===== config.mk =====
export PLATFORM = sky130hd
export DESIGN_NAME = bcd_to_score_flat
export DESIGN_NICKNAME = d
export VERILOG_FILES = /design/src/rtl/bcd_to_score_if.sv /design/src/rtl/bcd_to_score.sv /design/src/flat_wrapper.sv
export SDC_FILE = /design/constraint.sdc
export NUM_CORES = 1
export LEC_CHECK = 0
export ABC_AREA = 0
export ABC_CLOCK_PERIOD_IN_PS = 3000
export BUFFER_PORTS_ARGS = -buffer_cell sky130_fd_sc_hd__buf_2
export CAP_MARGIN = 15
export CORE_AREA = 2 2 80 82
export DETAILED_ROUTE_END_ITERATION = 6
export DIE_AREA = 0 0 82 84
export PLACE_DENSITY = 0.71
export SLEW_MARGIN = 20
export SYNTH_ARGS = -nofsm -noshare
export SYNTH_HDL_FRONTEND = slang
export SYNTH_SLANG_ARGS = --single-unit

===== constraint.sdc =====
create_clock -name clk -period 3 [get_ports clk]
set_input_delay 0.15 -clock clk [delete_from_list [all_inputs] [get_ports clk]]
set_output_delay 0.15 -clock clk [all_outputs]
set_load 0.02 [all_outputs]

===== src/rtl/bcd_to_score_if.sv =====
// Handshake bundle for bcd_to_score.
//   slave  : converter side (takes the BCD word and i_ready, returns the result)
//   master : upstream/downstream side (drives the BCD word and i_ready)
// Signals:
//   i_valid/o_ready          : BCD word handshake
//   i_bcd                    : packed BCD, most significant digit in the top nibble
//   o_valid/i_ready          : result handshake
//   o_value                  : saturated binary result
//   o_overflow/o_bad_digit   : result flags, held with o_value
//   o_busy                   : conversion or result pending
interface bcd_to_score_if #(
  parameter int unsigned NDIG  = 4,
  parameter int unsigned OUT_W = 10
);
  logic                i_valid;
  logic                o_ready;
  logic [4*NDIG-1:0]   i_bcd;
  logic                o_valid;
  logic                i_ready;
  logic [OUT_W-1:0]    o_value;
  logic                o_overflow;
  logic                o_bad_digit;
  logic                o_busy;

  modport slave (
    input  i_valid, i_bcd, i_ready,
    output o_ready, o_valid, o_value, o_overflow, o_bad_digit, o_busy
  );

  modport master (
    output i_valid, i_bcd, i_ready,
    input  o_ready, o_valid, o_value, o_overflow, o_bad_digit, o_busy
  );
endinterface


===== src/rtl/bcd_to_score.sv =====
// Sequential packed-BCD to binary converter with a saturated result.
// One multiply-by-10-and-add step per cycle, most significant digit first.
// Ports:
//   clk  : rising-edge clock
//   rst  : asynchronous active-low reset
//   bus  : bcd_to_score_if.slave (word handshake in, result handshake out, busy)
module bcd_to_score #(
  parameter int unsigned NDIG  = 4,
  parameter int unsigned OUT_W = 10
) (
  input  logic                 clk,
  input  logic                 rst,
  bcd_to_score_if.slave        bus
);

  localparam int unsigned AccW = 4 * NDIG;
  localparam int unsigned CntW = (NDIG > 1) ? $clog2(NDIG) : 1;
  localparam int unsigned CmpW = (AccW > OUT_W) ? AccW : OUT_W;
  localparam logic [CmpW-1:0] MaxVal = CmpW'({OUT_W{1'b1}});

  typedef enum logic [1:0] {StIdle, StConv, StDone} state_e;

  state_e            state_q, state_d;
  logic [AccW-1:0]   acc_q, acc_d;
  logic [AccW-1:0]   bcd_q, bcd_d;
  logic [CntW-1:0]   cnt_q, cnt_d;
  logic              bad_q, bad_d;
  logic [OUT_W-1:0]  value_q, value_d;
  logic              ovf_q, ovf_d;
  logic              bad_out_q, bad_out_d;

  logic [3:0]        digit;
  logic [AccW-1:0]   acc_next;
  logic              bad_next;
  logic              sat;

  always_ff @(posedge clk or negedge rst) begin
    if (!rst) begin
      state_q   <= StIdle;
      acc_q     <= '0;
      bcd_q     <= '0;
      cnt_q     <= '0;
      bad_q     <= 1'b0;
      value_q   <= '0;
      ovf_q     <= 1'b0;
      bad_out_q <= 1'b0;
    end else begin
      state_q   <= state_d;
      acc_q     <= acc_d;
      bcd_q     <= bcd_d;
      cnt_q     <= cnt_d;
      bad_q     <= bad_d;
      value_q   <= value_d;
      ovf_q     <= ovf_d;
      bad_out_q <= bad_out_d;
    end
  end

  always_comb begin
    state_d   = state_q;
    acc_d     = acc_q;
    bcd_d     = bcd_q;
    cnt_d     = cnt_q;
    bad_d     = bad_q;
    value_d   = value_q;
    ovf_d     = ovf_q;
    bad_out_d = bad_out_q;

    // The captured word shifts left each step, so the current digit is always the top nibble.
    digit    = bcd_q[AccW-1 -: 4];
    // acc*10 = acc*8 + acc*2; AccW bits hold even all-0xF words, so no wrap.
    acc_next = (acc_q << 3) + (acc_q << 1) + AccW'(digit);
    bad_next = bad_q | (digit > 4'd9);
    sat      = CmpW'(acc_next) > MaxVal;

    unique case (state_q)
      StIdle: begin
        if (bus.i_valid) begin
          bcd_d   = bus.i_bcd;
          acc_d   = '0;
          cnt_d   = '0;
          bad_d   = 1'b0;
          state_d = StConv;
        end
      end
      StConv: begin
        acc_d = acc_next;
        bad_d = bad_next;
        bcd_d = bcd_q << 4;
        cnt_d = cnt_q + 1'b1;
        if (cnt_q == CntW'(NDIG - 1)) begin
          value_d   = sat ? '1 : OUT_W'(acc_next);
          ovf_d     = sat;
          bad_out_d = bad_next;
          state_d   = StDone;
        end
      end
      StDone: begin
        if (bus.i_ready) state_d = StIdle;
      end
      default: state_d = StIdle;
    endcase
  end

  assign bus.o_ready     = (state_q == StIdle);
  assign bus.o_busy      = (state_q != StIdle);
  assign bus.o_valid     = (state_q == StDone);
  assign bus.o_value     = value_q;
  assign bus.o_overflow  = ovf_q;
  assign bus.o_bad_digit = bad_out_q;

endmodule

===== src/flat_wrapper.sv =====
// flat-port wrapper written by rule: the top's interface ports become plain ports
module bcd_to_score_flat 
#(
  parameter int unsigned NDIG  = 4,
  parameter int unsigned OUT_W = 10
)
  (clk, rst, bus_i_valid, bus_i_bcd, bus_i_ready, bus_o_ready, bus_o_valid, bus_o_value, bus_o_overflow, bus_o_bad_digit, bus_o_busy);
  bcd_to_score_if #(.NDIG(NDIG), .OUT_W(OUT_W)) bus_i ();
  input  logic clk;
  input  logic rst;
  input wire logic [$bits(bus_i.i_valid)-1:0] bus_i_valid;
  input wire logic [$bits(bus_i.i_bcd)-1:0] bus_i_bcd;
  input wire logic [$bits(bus_i.i_ready)-1:0] bus_i_ready;
  output wire logic [$bits(bus_i.o_ready)-1:0] bus_o_ready;
  output wire logic [$bits(bus_i.o_valid)-1:0] bus_o_valid;
  output wire logic [$bits(bus_i.o_value)-1:0] bus_o_value;
  output wire logic [$bits(bus_i.o_overflow)-1:0] bus_o_overflow;
  output wire logic [$bits(bus_i.o_bad_digit)-1:0] bus_o_bad_digit;
  output wire logic [$bits(bus_i.o_busy)-1:0] bus_o_busy;
  assign bus_i.i_valid = bus_i_valid;
  assign bus_i.i_bcd = bus_i_bcd;
  assign bus_i.i_ready = bus_i_ready;
  assign bus_o_ready = bus_i.o_ready;
  assign bus_o_valid = bus_i.o_valid;
  assign bus_o_value = bus_i.o_value;
  assign bus_o_overflow = bus_i.o_overflow;
  assign bus_o_bad_digit = bus_i.o_bad_digit;
  assign bus_o_busy = bus_i.o_busy;
  bcd_to_score #(.NDIG(NDIG), .OUT_W(OUT_W)) u_core (.clk(clk), .rst(rst), .bus(bus_i));
endmodule

==> results.md, run 1 <==
- Worst Setup Start Kind: register
- Initial antenna violation count: 0
- Num CTS Buffers: 5
- # rows: 29
- GRT Overall Usage: 0.216
- Synth Area per Inst: 9.67 sq um
- DR pass1 iterations: 4
- Setup crit end kind: register
- Status: complete, no violations
- Skew-Pair Late Insertion Delay: 300 ps
- Clock sinks: 48
- Crit path kind: register to register
- Synth Register Bits: 48
- Grt ovf: 0
- Core area: 6100 sq um
- NumNets Final: 393
- Worst slack, placed: -104 ps
- Slew of the pin with the lowest slew margin: 825 ps
- Via total after detailed routing: 2497
- CP bufs+invs: 4
- Share of the synthesized area in the top cell type: 0.411
- Number of synthesized flops with an enable pin: 0
- Total power: 0.00446 W
- PwrDens: 1290 nW/um^2
- Synth area leaders: dfrtp_1 (41%), ha_1 (12%), a22o_1 (4.8%)
- Remaining DRCs: 0
- DRT iter0 DRCs: 141
- CTS tree: built
- CP Cell Sequence: inv_1, fa_2, inv_2, ha_4, a211oi_4, o21bai_2, buf_4, a21oi_4, a221o_1, a211oi_4, buf_6, a41oi_2
- # IOs: 35
- CP required: 3170 ps
- GP Congestion: 0.940
- Max-cap violation count: 0
- Endpoints failing hold: 0
- Synth Warn #: 0
- Count leader, synth: dfrtp_1
- Final Core Density: 0.566
- Cell variety after synth: 49
- Final setup fails: 0
- Most area-hungry cell type in the Yosys netlist: dfrtp_1
- Root buffer cell: clkbuf_8
- Maximum fanout along the worst path: 6
- WL per Instance: 16.6 um
- Die height: 84 um
- Syn Std Cell Area: 2920 sq um
- Max incr delay on CP: 580 ps
- Peak supply drop: 0.000566 V
- Max H-tree Level: 2
- Crit-path slowest cell: fa_2
- Synth async-reset ratio: 1.00
- Max Slew Vio Count: 0
- Synth-to-layout area growth: 18.1%
- IO Port Bufs: 34
- Clock Skew: 2.25 ps
- Tmin final: 2950 ps
- Layout cells sized above 1: 0.244
- Register area share after synthesis: 0.411
- Die X: 82 um
- Flop2flop setup slack: 50 ps
- Relative slew slack: 0.448
- Main synth FF type: dfrtp_1
- Antenna Cells: 0
- Setup slack after layout: 48.6 ps
- First-pass GRT wire length: 11400 um
- Synthesized instance count: 302
- P_leak: 1.62 nW
- Non-Filler Instances: 421
- Final ANT Viol Nets: 0
- CTS Buffer Depth: 2
- DP HPWL: 4930 um
- Die ar.: 6890 sq um
- Most frequent cells after synthesis: dfrtp_1 (48), o21ai_0 (28), ha_1 (27)
- Starting Density: 0.479
- Largest net degree at the start of global routing: 49
- Clk pin slew, worst setup/hold paths: 90 ps
- WP data arrival: 3120 ps
- Fin crit share: 0.984
- Crit-path most repeated cell: a211oi_4
- Vias in the first global route: 2427
- Vias per std cell: 5.93
- Max Fclk: 339 MHz
- Delay-heaviest family, CP: compound AO/OA/AOI/OAI gates
- RSZ-0062 raised after global routing: yes
- Worst hold-check path type: input port to register
- Synthesized net count: 351
- Final wirelength: 6990 um
- Dpl cells: 408
## routing by layer
layer / GRT usage / vias up / part of all wire
met4: 0.0591 / 0 / 0.014
met2: 0.350 / 80 / 0.49
met1: 0.292 / 1198 / 0.44
met3: 0.0411 / 10 / 0.056
li1: - / 1209 / -
met5: 0 / - / 0
## path summary, 6_finish.rpt
kind	from	end	cells past startpoint
min reg2reg	u_core.bcd_q[11]$_DFFE_PN0P_	u_core.bcd_q[11]$_DFFE_PN0P_	2
min	bus_i_ready	u_core.state_q[1]$_DFFE_PN0P_	2
min in group asynchronous	rst	u_core.acc_q[7]$_DFFE_PN0P_	2
max in group asynchronous	rst	u_core.bcd_q[14]$_DFFE_PN0P_	2
max	u_core.acc_q[0]$_DFFE_PN0P_	u_core.bus.o_value[2]$_DFFE_PN0P_	12
max reg2reg	u_core.acc_q[0]$_DFFE_PN0P_	u_core.bus.o_value[2]$_DFFE_PN0P_	12
## logic make-up (layout without fill, tap and decap cells)
logic type	Yosys count	count (layout)	share of synthesized area
flops	48	48	0.411
simple gates	65	65	0.101
compound gates	121	121	0.290
fa+ha+maj	29	29	0.129
xor+xnor	8	8	0.0240
buf+inv	31	73	0.0437
## stage by stage
stage	hold WS, ps	setup TNS, ps	instance area, sq um
2_1_floorplan	-146	0	2920
3_3_place_gp	350	0	3210
3_5_place_dp	364	-613	3210
4_1_cts	31.1	0	3320
5_1_grt	51.5	-466	3450
6_report	30.1	0	3450
## cell usage in the layout (no fill, tap or decap), types with 8 or more instances in the layout
master,n
a21oi_1,16
a22o_1,16
a22oi_1,13
a31oi_1,8
buf_2,33
buf_4,16
dfrtp_1,48
ha_1,25
inv_1,12
nand2_1,24
nor2_1,20
o21ai_0,27
## worst reg2reg max path, stage by stage, from the launching register on
cell and delay [ps]:
dfrtp_1 390, inv_1 70, fa_2 580, inv_2 50
ha_4 280, a211oi_4 60, o21bai_2 200, buf_4 160
a21oi_4 50, a221o_1 370, a211oi_4 330, buf_6 180
a41oi_2 100
## what timing repair did
action                                 CTS  global route
endpoints found under the hold margin    0            48
setup endpoints to repair               11            11
gates cloned                             0             1
setup buffers                            0             4
pin swaps                                0            11
hold buffers                             0             1
resized for setup                        5            20
## flip-flops by register name (all words and copies together), names as in the netlist
signal and cells:
u_core.bcd_q 16, u_core.acc_q 15, u_core.bus.o_value 10, u_core.cnt_q 2, u_core.state_q 2, u_core.bad_q 1
u_core.bus.o_bad_digit 1, u_core.bus.o_overflow 1
## report_power, final
group	internal [W]	switching, W	leakage [nW]	total, W
clock	0.000184	0.000220	0.0473	0.000404
sequential	0.000908	0.000234	0.575	0.00114
combinational	0.00126	0.00165	0.996	0.00291
total	0.00235	0.00210	1.62	0.00446
## final cells by class
class | count | area, sq um
sequential | 48 | 1200
clock inverter | 1 | 8.76
timing repair buffer | 52 | 318
inverter | 14 | 52.6
fill | 558 | 2650
multi-input combinational | 223 | 1690
clock buffer | 6 | 82.6
tap | 77 | 96.3
No activity file was read; power rests on OpenSTA's default activity.
==> inputs of run 2 (changes only) <==
Settings changed: ABC_CLOCK_PERIOD_IN_PS 3000 to 3500, PLACE_DENSITY 0.71 to 0.69.
Clock period 3 ns to 3.5 ns, I/O delays scaled along.
==> run 2 against run 1 <==
Power decreased by 18%. Clock-buffer cell count decreased by 1. First-iteration DRC count increased by 14%. Critical path type unchanged. Largest cell class unchanged. Largest power group unchanged.
==> results.md, run 2 (synthesized netlist as in run 1, its figures left out) <==
- P_leak: 1.56 nW (-3.8%)
- Num CTS Buffers: 5 (unchanged)
- Max Fclk: 314 MHz (-7.2%)
- Peak supply drop: 0.000475 V (-16%)
- Max Slew Vio Count: 0 (unchanged)
- # rows: 29 (unchanged)
- Worst slack, placed: 390 ps (+494 ps)
- Die ar.: 6890 sq um (unchanged)
- Relative slew slack: 0.377 (-0.0708)
- Largest net degree at the start of global routing: 49 (unchanged)
- First-pass GRT wire length: 11100 um (-3.0%)
- Endpoints failing hold: 0 (unchanged)
- # fillers: 551 (-1.3%)
- Worst Setup Start Kind: register
- DRT iter0 DRCs: 161 (+14%)
- Setup TNS: 0 ps (unchanged)
- Status: complete, no violations
- Grt ovf: 0 (unchanged)
- Clock sinks: 48 (unchanged)
- Multi-input logic area: 1600 sq um (-5.6%)
- # IOs: 35 (unchanged)
- RSZ-0062 raised after global routing: no
- WL per Instance: 16.7 um (+0.43%)
- Most frequent cells in the layout: dfrtp_1 (48), buf_2 (33), o21ai_0 (28), ha_1 (27), nand2_1 (24)
- Clk pin slew, worst setup/hold paths: 90 ps (about the same)
- Initial antenna violation count: 0 (unchanged)
- Die height: 84 um (unchanged)
- Max H-tree Level: 2 (unchanged)
- Most common cell after layout, fill and taps aside: dfrtp_1
- PwrDens: 1110 nW/um^2 (-14%)
- Slew of the pin with the lowest slew margin: 931 ps (+106 ps)
- Die X: 82 um (unchanged)
- GP Congestion: 0.941 (+0.14%)
- Tmin final: 3180 ps (+230 ps)
- Final wirelength: 6820 um (-2.4%)
- Layout cells sized above 1: 0.169 (-0.0755)
- CTS Buffer Depth: 2 (unchanged)
- Final Core Density: 0.541 (-0.0252)
- Antenna Cells: 0 (unchanged)
- Via total after detailed routing: 2446 (-2.0%)
- Clock Skew: 8.12 ps (+5.87 ps)
- DP HPWL: 4840 um (-1.8%)
- Max-cap violation count: 0 (unchanged)
- Root buffer cell: clkbuf_8
- Final ANT Viol Nets: 0 (unchanged)
- Setup crit end kind: register
- NumNets Final: 380 (-3.3%)
- Vias in the first global route: 2325 (-4.2%)
- Top reg by flops: u_core.bcd_q
- Max reg flops: 16 (unchanged)
- DR pass1 iterations: 5 (+1)
- Core area: 6100 sq um (unchanged)
- Worst hold-check path type: input port to register
- WP data arrival: 3340 ps (+220 ps)
- GRT Overall Usage: 0.210 (-0.00612)
- Vias per std cell: 5.98 (+0.83%)
- Starting Density: 0.479 (unchanged)
- Crit path kind: register to register
- FF/Latch Area: 1200 sq um (unchanged)
- Fin crit share: 0.909 (-0.0748)
- CTS tree: built
- Final setup fails: 0 (unchanged)
- Remaining DRCs: 0 (unchanged)
- Setup slack after layout: 319 ps (+270 ps)
- Maximum fanout along the worst path: 11 (+5)
- Skew-Pair Late Insertion Delay: 310 ps (about the same)
- IO Port Bufs: 34 (unchanged)
- Synth-to-layout area growth: 12.9%
- CP required: 3660 ps (+490 ps)
-- run 2: through the flow --
step | hold slack, ps | instance area [sq um] | total power, W | cells
finish | 50.4 | 3300 | 0.00365 | 409
global route | 41.3 | 3300 | 0.00393 | 409
CTS | 38.3 | 3280 | 0.00364 | 408
detailed placement | 385 | 3150 | 0.00314 | 400
global placement | 377 | 3150 | 0.00310 | 400
floorplan | -121 | 2920 | 0.00259 | 302
-- run 2: final cells by class --
class                   instances  share of cell area
repair buffers                 39              0.0645
multi-input cells             223               0.484
clock inverters                 3              0.0209
inverters                      14              0.0159
clock buffers                   5              0.0209
flip-flops and latches         48               0.364
well taps                      77              0.0292
-- run 2: final timing paths --
kind,depth (start not counted),slack (ps),to,startpoint
setup / recovery,11,320,u_core.bus.o_value[2]$_DFFE_PN0P_,u_core.bcd_q[15]$_DFFE_PN0P_
min in group asynchronous,2,410,u_core.acc_q[8]$_DFFE_PN0P_,rst
hold reg to reg,2,490,u_core.bcd_q[9]$_DFFE_PN0P_,u_core.bcd_q[9]$_DFFE_PN0P_
hold / removal,2,50,u_core.state_q[1]$_DFFE_PN0P_,bus_i_ready
max in group asynchronous,2,2690,u_core.bcd_q[0]$_DFFE_PN0P_,rst
setup reg to reg,11,320,u_core.bus.o_value[2]$_DFFE_PN0P_,u_core.bcd_q[15]$_DFFE_PN0P_
-- run 2: layer usage --
layer,wire length (um),up-vias,GRT usage,share of wire
met2,3210,80,0.329,0.47
met4,161,0,0.0788,0.024
met5,0,-,0,0
met1,3150,1168,0.286,0.46
met3,294,17,0.0368,0.043
li1,-,1181,-,-
-- run 2: critical path, cell delays in order, from the launching register on --
cell	delay [ps]
dfrtp_1	370
inv_1	70
fa_1	600
inv_1	60
ha_1	310
a211oi_1	310
o21bai_1	200
a211o_1	320
a32o_1	220
a211oi_1	180
buf_4	230
a41oi_1	160
-- run 2: repair_timing --
action,CTS,global route
hold buffers,0,1
buffers inserted,0,0
endpoints found under the hold margin,0,48
resized for setup,0,0
-- run 2: power by group --
group	internal [W]	switching, W	leakage (nW)	total [W]
clock	0.000288	0.000203	0.0687	0.000491
combinational	0.000895	0.00128	0.913	0.00217
sequential	0.000778	0.000204	0.575	0.000982
